File: src/rtl/hack_alu_pipe.sv
// Two-stage pipelined Hack ALU with valid/ready handshake on both sides.
// Define ALU_OVF_EN to add the registered signed-overflow flag on ov_o; otherwise ov_o is tied low.
module hack_alu_pipe #(
  parameter int WIDTH = 16
) (
  input  logic             clk_i,
  input  logic             rst_ni,
  input  logic             valid_i,
  output logic             ready_o,
  input  logic [WIDTH-1:0] x_i,
  input  logic [WIDTH-1:0] y_i,
  input  logic             zx_i,
  input  logic             nx_i,
  input  logic             zy_i,
  input  logic             ny_i,
  input  logic             f_i,
  input  logic             no_i,
  output logic             valid_o,
  input  logic             ready_i,
  output logic [WIDTH-1:0] out_o,
  output logic             zr_o,
  output logic             ng_o,
  output logic             ov_o
);

  localparam int MSB = WIDTH - 1;

  logic             s1_valid_q, s1_valid_d;
  logic [WIDTH-1:0] s1_x_q, s1_x_d;
  logic [WIDTH-1:0] s1_y_q, s1_y_d;
  logic             s1_f_q, s1_f_d;
  logic             s1_no_q, s1_no_d;

  logic             s2_valid_q, s2_valid_d;
  logic [WIDTH-1:0] s2_out_q, s2_out_d;
  logic             s2_zr_q, s2_zr_d;
  logic             s2_ng_q, s2_ng_d;

  logic             s2_free;
  logic             s1_adv;
  logic             in_xfer;

  logic [WIDTH-1:0] x_zeroed, y_zeroed;
  logic [WIDTH-1:0] xp, yp;
  logic [WIDTH-1:0] sum, r, res;

  always_comb begin
    s2_free = !s2_valid_q || ready_i;
    s1_adv  = s1_valid_q && s2_free;
    ready_o = !s1_valid_q || s2_free;
    in_xfer = valid_i && ready_o;
  end

  // S1: operand preprocessing, loaded only on an accepted input beat
  always_comb begin
    x_zeroed = zx_i ? '0 : x_i;
    y_zeroed = zy_i ? '0 : y_i;
    xp       = nx_i ? ~x_zeroed : x_zeroed;
    yp       = ny_i ? ~y_zeroed : y_zeroed;

    s1_x_d  = s1_x_q;
    s1_y_d  = s1_y_q;
    s1_f_d  = s1_f_q;
    s1_no_d = s1_no_q;
    if (in_xfer) begin
      s1_x_d  = xp;
      s1_y_d  = yp;
      s1_f_d  = f_i;
      s1_no_d = no_i;
    end

    s1_valid_d = s1_valid_q;
    if (in_xfer) begin
      s1_valid_d = 1'b1;
    end else if (s1_adv) begin
      s1_valid_d = 1'b0;
    end
  end

  // S2: compute and flag generation; the stage holds its contents while stalled
  always_comb begin
    sum = s1_x_q + s1_y_q;
    r   = s1_f_q ? sum : (s1_x_q & s1_y_q);
    res = s1_no_q ? ~r : r;

    s2_out_d = s2_out_q;
    s2_zr_d  = s2_zr_q;
    s2_ng_d  = s2_ng_q;
    if (s1_adv) begin
      s2_out_d = res;
      s2_zr_d  = (res == '0);
      s2_ng_d  = res[MSB];
    end

    s2_valid_d = s1_adv || (s2_valid_q && !ready_i);
  end

  always_ff @(posedge clk_i) begin
    s1_x_q  <= s1_x_d;
    s1_y_q  <= s1_y_d;
    s1_f_q  <= s1_f_d;
    s1_no_q <= s1_no_d;
  end

  // Result registers are reset so the outputs show a clean idle value
  always_ff @(posedge clk_i) begin
    if (!rst_ni) begin
      s1_valid_q <= 1'b0;
      s2_valid_q <= 1'b0;
      s2_out_q   <= '0;
      s2_zr_q    <= 1'b1;
      s2_ng_q    <= 1'b0;
    end else begin
      s1_valid_q <= s1_valid_d;
      s2_valid_q <= s2_valid_d;
      s2_out_q   <= s2_out_d;
      s2_zr_q    <= s2_zr_d;
      s2_ng_q    <= s2_ng_d;
    end
  end

  assign valid_o = s2_valid_q;
  assign out_o   = s2_out_q;
  assign zr_o    = s2_zr_q;
  assign ng_o    = s2_ng_q;

`ifdef ALU_OVF_EN
  logic s2_ov_q, s2_ov_d;
  logic ovf;

  // Overflow is judged on the sum before the output inversion
  always_comb begin
    ovf     = s1_f_q && (s1_x_q[MSB] == s1_y_q[MSB]) && (r[MSB] != s1_x_q[MSB]);
    s2_ov_d = s1_adv ? ovf : s2_ov_q;
  end

  always_ff @(posedge clk_i) begin
    if (!rst_ni) begin
      s2_ov_q <= 1'b0;
    end else begin
      s2_ov_q <= s2_ov_d;
    end
  end

  assign ov_o = s2_ov_q;
`else
  assign ov_o = 1'b0;
`endif

endmodule

File: config.mk
export PLATFORM = sky130hd
export DESIGN_NAME = hack_alu_pipe
export DESIGN_NICKNAME = d
export VERILOG_FILES = /design/src/rtl/hack_alu_pipe.sv
export SDC_FILE = /design/constraint.sdc
export NUM_CORES = 1
export LEC_CHECK = 0
export BUFFER_PORTS_ARGS = -buffer_cell sky130_fd_sc_hd__clkbuf_2
export CORE_ASPECT_RATIO = 0.8
export CORE_UTILIZATION = 45
export DETAILED_ROUTE_END_ITERATION = 10
export PLACE_DENSITY = 0.77
export SYNTH_ARGS = -nofsm -noshare
export SYNTH_HDL_FRONTEND = slang
export SYNTH_SLANG_ARGS = --single-unit
File: constraint.sdc
create_clock -name clk_i -period 3.7 [get_ports clk_i]
set_input_delay 0.37 -clock clk_i [delete_from_list [all_inputs] [get_ports clk_i]]
set_output_delay 0.37 -clock clk_i [all_outputs]
set_load 0.05 [all_outputs]
==> key figures <==
Outcome
  – Status: finished clean

STA
  – RSZ-0062 raised after global routing: false
  – Achievable Freq: ~340 MHz
  – Final hold violations: 0
  – Slew HR: a little under half
  – Final setup vio count: 0
  – Slew @ Worst Pin: between 700 and 800 ps
  – Fin crit share: 80.05%
  – Sum Neg Setup Slack: 0 ps
  – Fin. max-slew vios: 0
  – Tmin final: ~3000 ps
  – Max Clock Skew: ~9 ps
  – Final hold slack: 229.5 ps

CTS
  – Clock buffer depth: 2
  – Cts hold-fix bufs: 0
  – CTS Sinks: 53
  – Post-CTS Setup Repair Bufs: 0
  – H-tree Lvls: 2
  – Cell at the root of the clock tree: clkbuf_8
  – Cts bufs inserted: 5
  – Clk_lat worst skew: just over 300 ps
  – Post-CTS sizing: 0
  – Clk slew on worst S/H paths: ~100 ps
  – CTS tree: yes

Global route
  – Pin count of the biggest net entering global routing: 35
  – Overall routing resource usage: 18.04%
  – Initial antenna violation count: 0
  – First-pass GRT wire length: around 12 mm
  – Grt ovf: 0
  – Vias in the first global route: ~2500

Cells and area
  – Number of diodes: 0
  – Most frequent cells in the layout: clkbuf_2, xnor2_1, nand2b_1
  – Area Overhead vs Synth: 12.78%
  – Layout cells sized above 1: approximately a fifth
  – Core Util, Final: 53.69%
  – Non-filler cells, final: roughly 520
  – Layout Nets: between 400 and 500
  – Final non-filler cell area: 4063 um2
  – Filler instances: ~710
  – Commonest non-fill, non-tap cell in the layout: clkbuf_2

Detailed routing
  – Via count: about 2800
  – DRC: 0
  – Initial DRC count: around 140
  – First-pass detailed-route iteration total: 5
  – WL per Instance: approximately 14 um
  – DRT antenna net count: 0
  – Via density per instance: about 5.3
  – WL final: 7.191 mm

Setup path
  – CP endpoint kind: flip-flop
  – FF-to-FF End: zr_o
  – Max incr delay on CP: between 400 and 500 ps
  – Critical path startpoint category: flip-flop
  – Req. time, crit path: slightly below 4000 ps
  – Data arrival, critical path: approximately 3200 ps
  – Peak fanout along the critical path: 4
  – Critical path, cell by cell: ha_1 > fa_1 > a21o_2 > a211oi_1 > o22ai_1 > a2111oi_0 > o2bb2ai_1 > and4_1 > o2111ai_1 > o31ai_2
  – Kind of cell adding the most delay to the critical path: compound AO/OA/AOI/OAI gates
  – Reg2reg start: s1_x_q[0]
  – Crit-path slowest cell: fa_1
  – Setup slack, reg-to-reg: roughly 740 ps
  – R2R cell count: 10
  – Buf/Inv on CP: 0
  – Critical Path Stages: 10
  – Crit path kind: flip-flop to flip-flop

Synthesis
  – Sequential fraction of the synthesis area: about two fifths
  – Post-synthesis adder-cell area fraction: 6.113%
  – Synth Area in Simple Gates: around 22%
  – Proportion of netlist area held by the largest area contributor: about 28%
  – Top post-synthesis cells by area: edfxtp_1, xnor2_1, dfxtp_1
  – Yosys reg bits: 53
  – Post-Syn Nets: about 430
  – EDFF count, synth: 34
  – Synth area leader: edfxtp_1
  – Synth Area in Compound Gates: 15.98%
  – Post-Synth XOR/XNOR Area: between 10% and 20%
  – Mapped Cells: approximately 370
  – Top FF cell, synth: edfxtp_1
  – Average cell area after synthesis: 9.815 um2
  – Largest family of logic cells by synthesized area: simple AND/OR/NAND/NOR gates
  – YS warnings: 0
  – Synth Cell Area: 3602 um2
  – Multiplexer share of the synthesized area: under 10%
  – Yosys cell types: 60
  – Async SR Flop Fraction: 0%

Placed design
  – Instance area at placement: 3974 um2
  – DP Cell Count: between 500 and 600
  – Gpl congestion: between 0.8 and 0.9
  – Post-DP HPWL: approximately 5.6 mm
  – PortBufs: between 60 and 70

Pwr
  – Pwr Density: around 400 nW/um2
  – Peak supply drop: approximately 160 uV
  – Pleak: roughly 1.6 nW

Min path
  – HP Class: input pin to flip-flop
  – Hold path start: f_i
  – Hold Path Depth: 1
  – Worst Hold Path EP: s1_f_q

Floorplanning
  – Die area: 8369 um2
  – Die Wd: between 100 and 150 um
  – Num rows: 28
  – Die height: 82.03 um
  – Core Area: 7567 um2
  – IO Pins: 63
  – Initial Util: about 48%

Flow run
  – Max cap viols: 0
routing by layer:
metal  global-route usage, %  vias to the layer above  share of wire (%)
li1                        -                     1419                  -
met1                   26.51                     1253                 53
met3                   3.064                       10                5.2
met4                   3.714                        0               0.76
met5                       0                        -                  0
met2                   27.72                      108                 41
worst max-delay path by stage:
stage / endpoint / slack, ps / startpoint
CTS: zr_o / 740 / s1_x_q[0]
floorplan: zr_o / 1060 / s1_x_q[0]
global route: zr_o / 520 / s1_x_q[0]
finish: zr_o / 740 / s1_x_q[0]
detailed placement: zr_o / 790 / s1_x_q[0]
global placement: zr_o / 900 / s1_x_q[0]
cells in the mapped netlist, types with 3 or more instances:
cell type,count
o211a_1,5
nor2b_1,10
a311oi_1,3
xnor2_1,49
o2111ai_1,4
a21o_1,4
mux2_2,3
and2_1,12
nand2b_1,39
nor3_1,5
and4_1,3
ha_1,16
o21ai_1,3
o21ai_0,16
nand2_1,24
o211ai_1,3
nand4_1,3
nand3_1,4
edfxtp_1,34
nor2_1,9
dfxtp_1,19
buf_1,3
mux2i_1,5
clkbuf_1,13
inv_1,4
nor3b_1,4
buf_4,3
nand3b_1,7
a21boi_0,5
a21oi_1,17
registers in the layout, indices dropped and copies added (netlist names):
| signal | cells |
|---|---|
| out_o | 16 |
| s1_f_q | 1 |
| s1_no_q | 1 |
| s1_valid_q | 1 |
| s1_x_q | 16 |
| s1_y_q | 16 |
| valid_o | 1 |
| zr_o | 1 |
cell families after synthesis:
group / Yosys count
xor gates and xnor gates: 49
DFF: 53
other: 1
buffers and inverters: 25
adders and majority gates: 17
muxes: 8
AOI/OAI and AO/OA: 81
and+or+nand+nor: 133
power by group:
part	leakage [nW]	internal (mW)	switching (mW)
clock network	0.0422	0.134	0.197
registers	0.488	0.685	0.0266
logic	1.05	0.219	0.318
total	1.58	1.04	0.541
per-stage QoR:
step	power, mW	setup slack [ps]
after floorplan	1.136	1055
after global placement	1.246	898.4
after detailed placement	1.258	787.9
after CTS	1.585	741.5
after global routing	1.665	521.4
final	1.578	738.2
layout make-up:
class                   instances  area [um2]  share of cell area [%]
inverters                       5       18.77                  0.4620
repair buffers                 64       327.8                   8.069
multi-input cells             289        2095                   51.56
flip-flops and latches         53        1401                   34.49
clock buffers                   5       68.82                   1.694
well taps                     105       131.4                   3.234
clock inverters                 3       20.02                  0.4928
No activity file was read; power rests on OpenSTA's default activity.
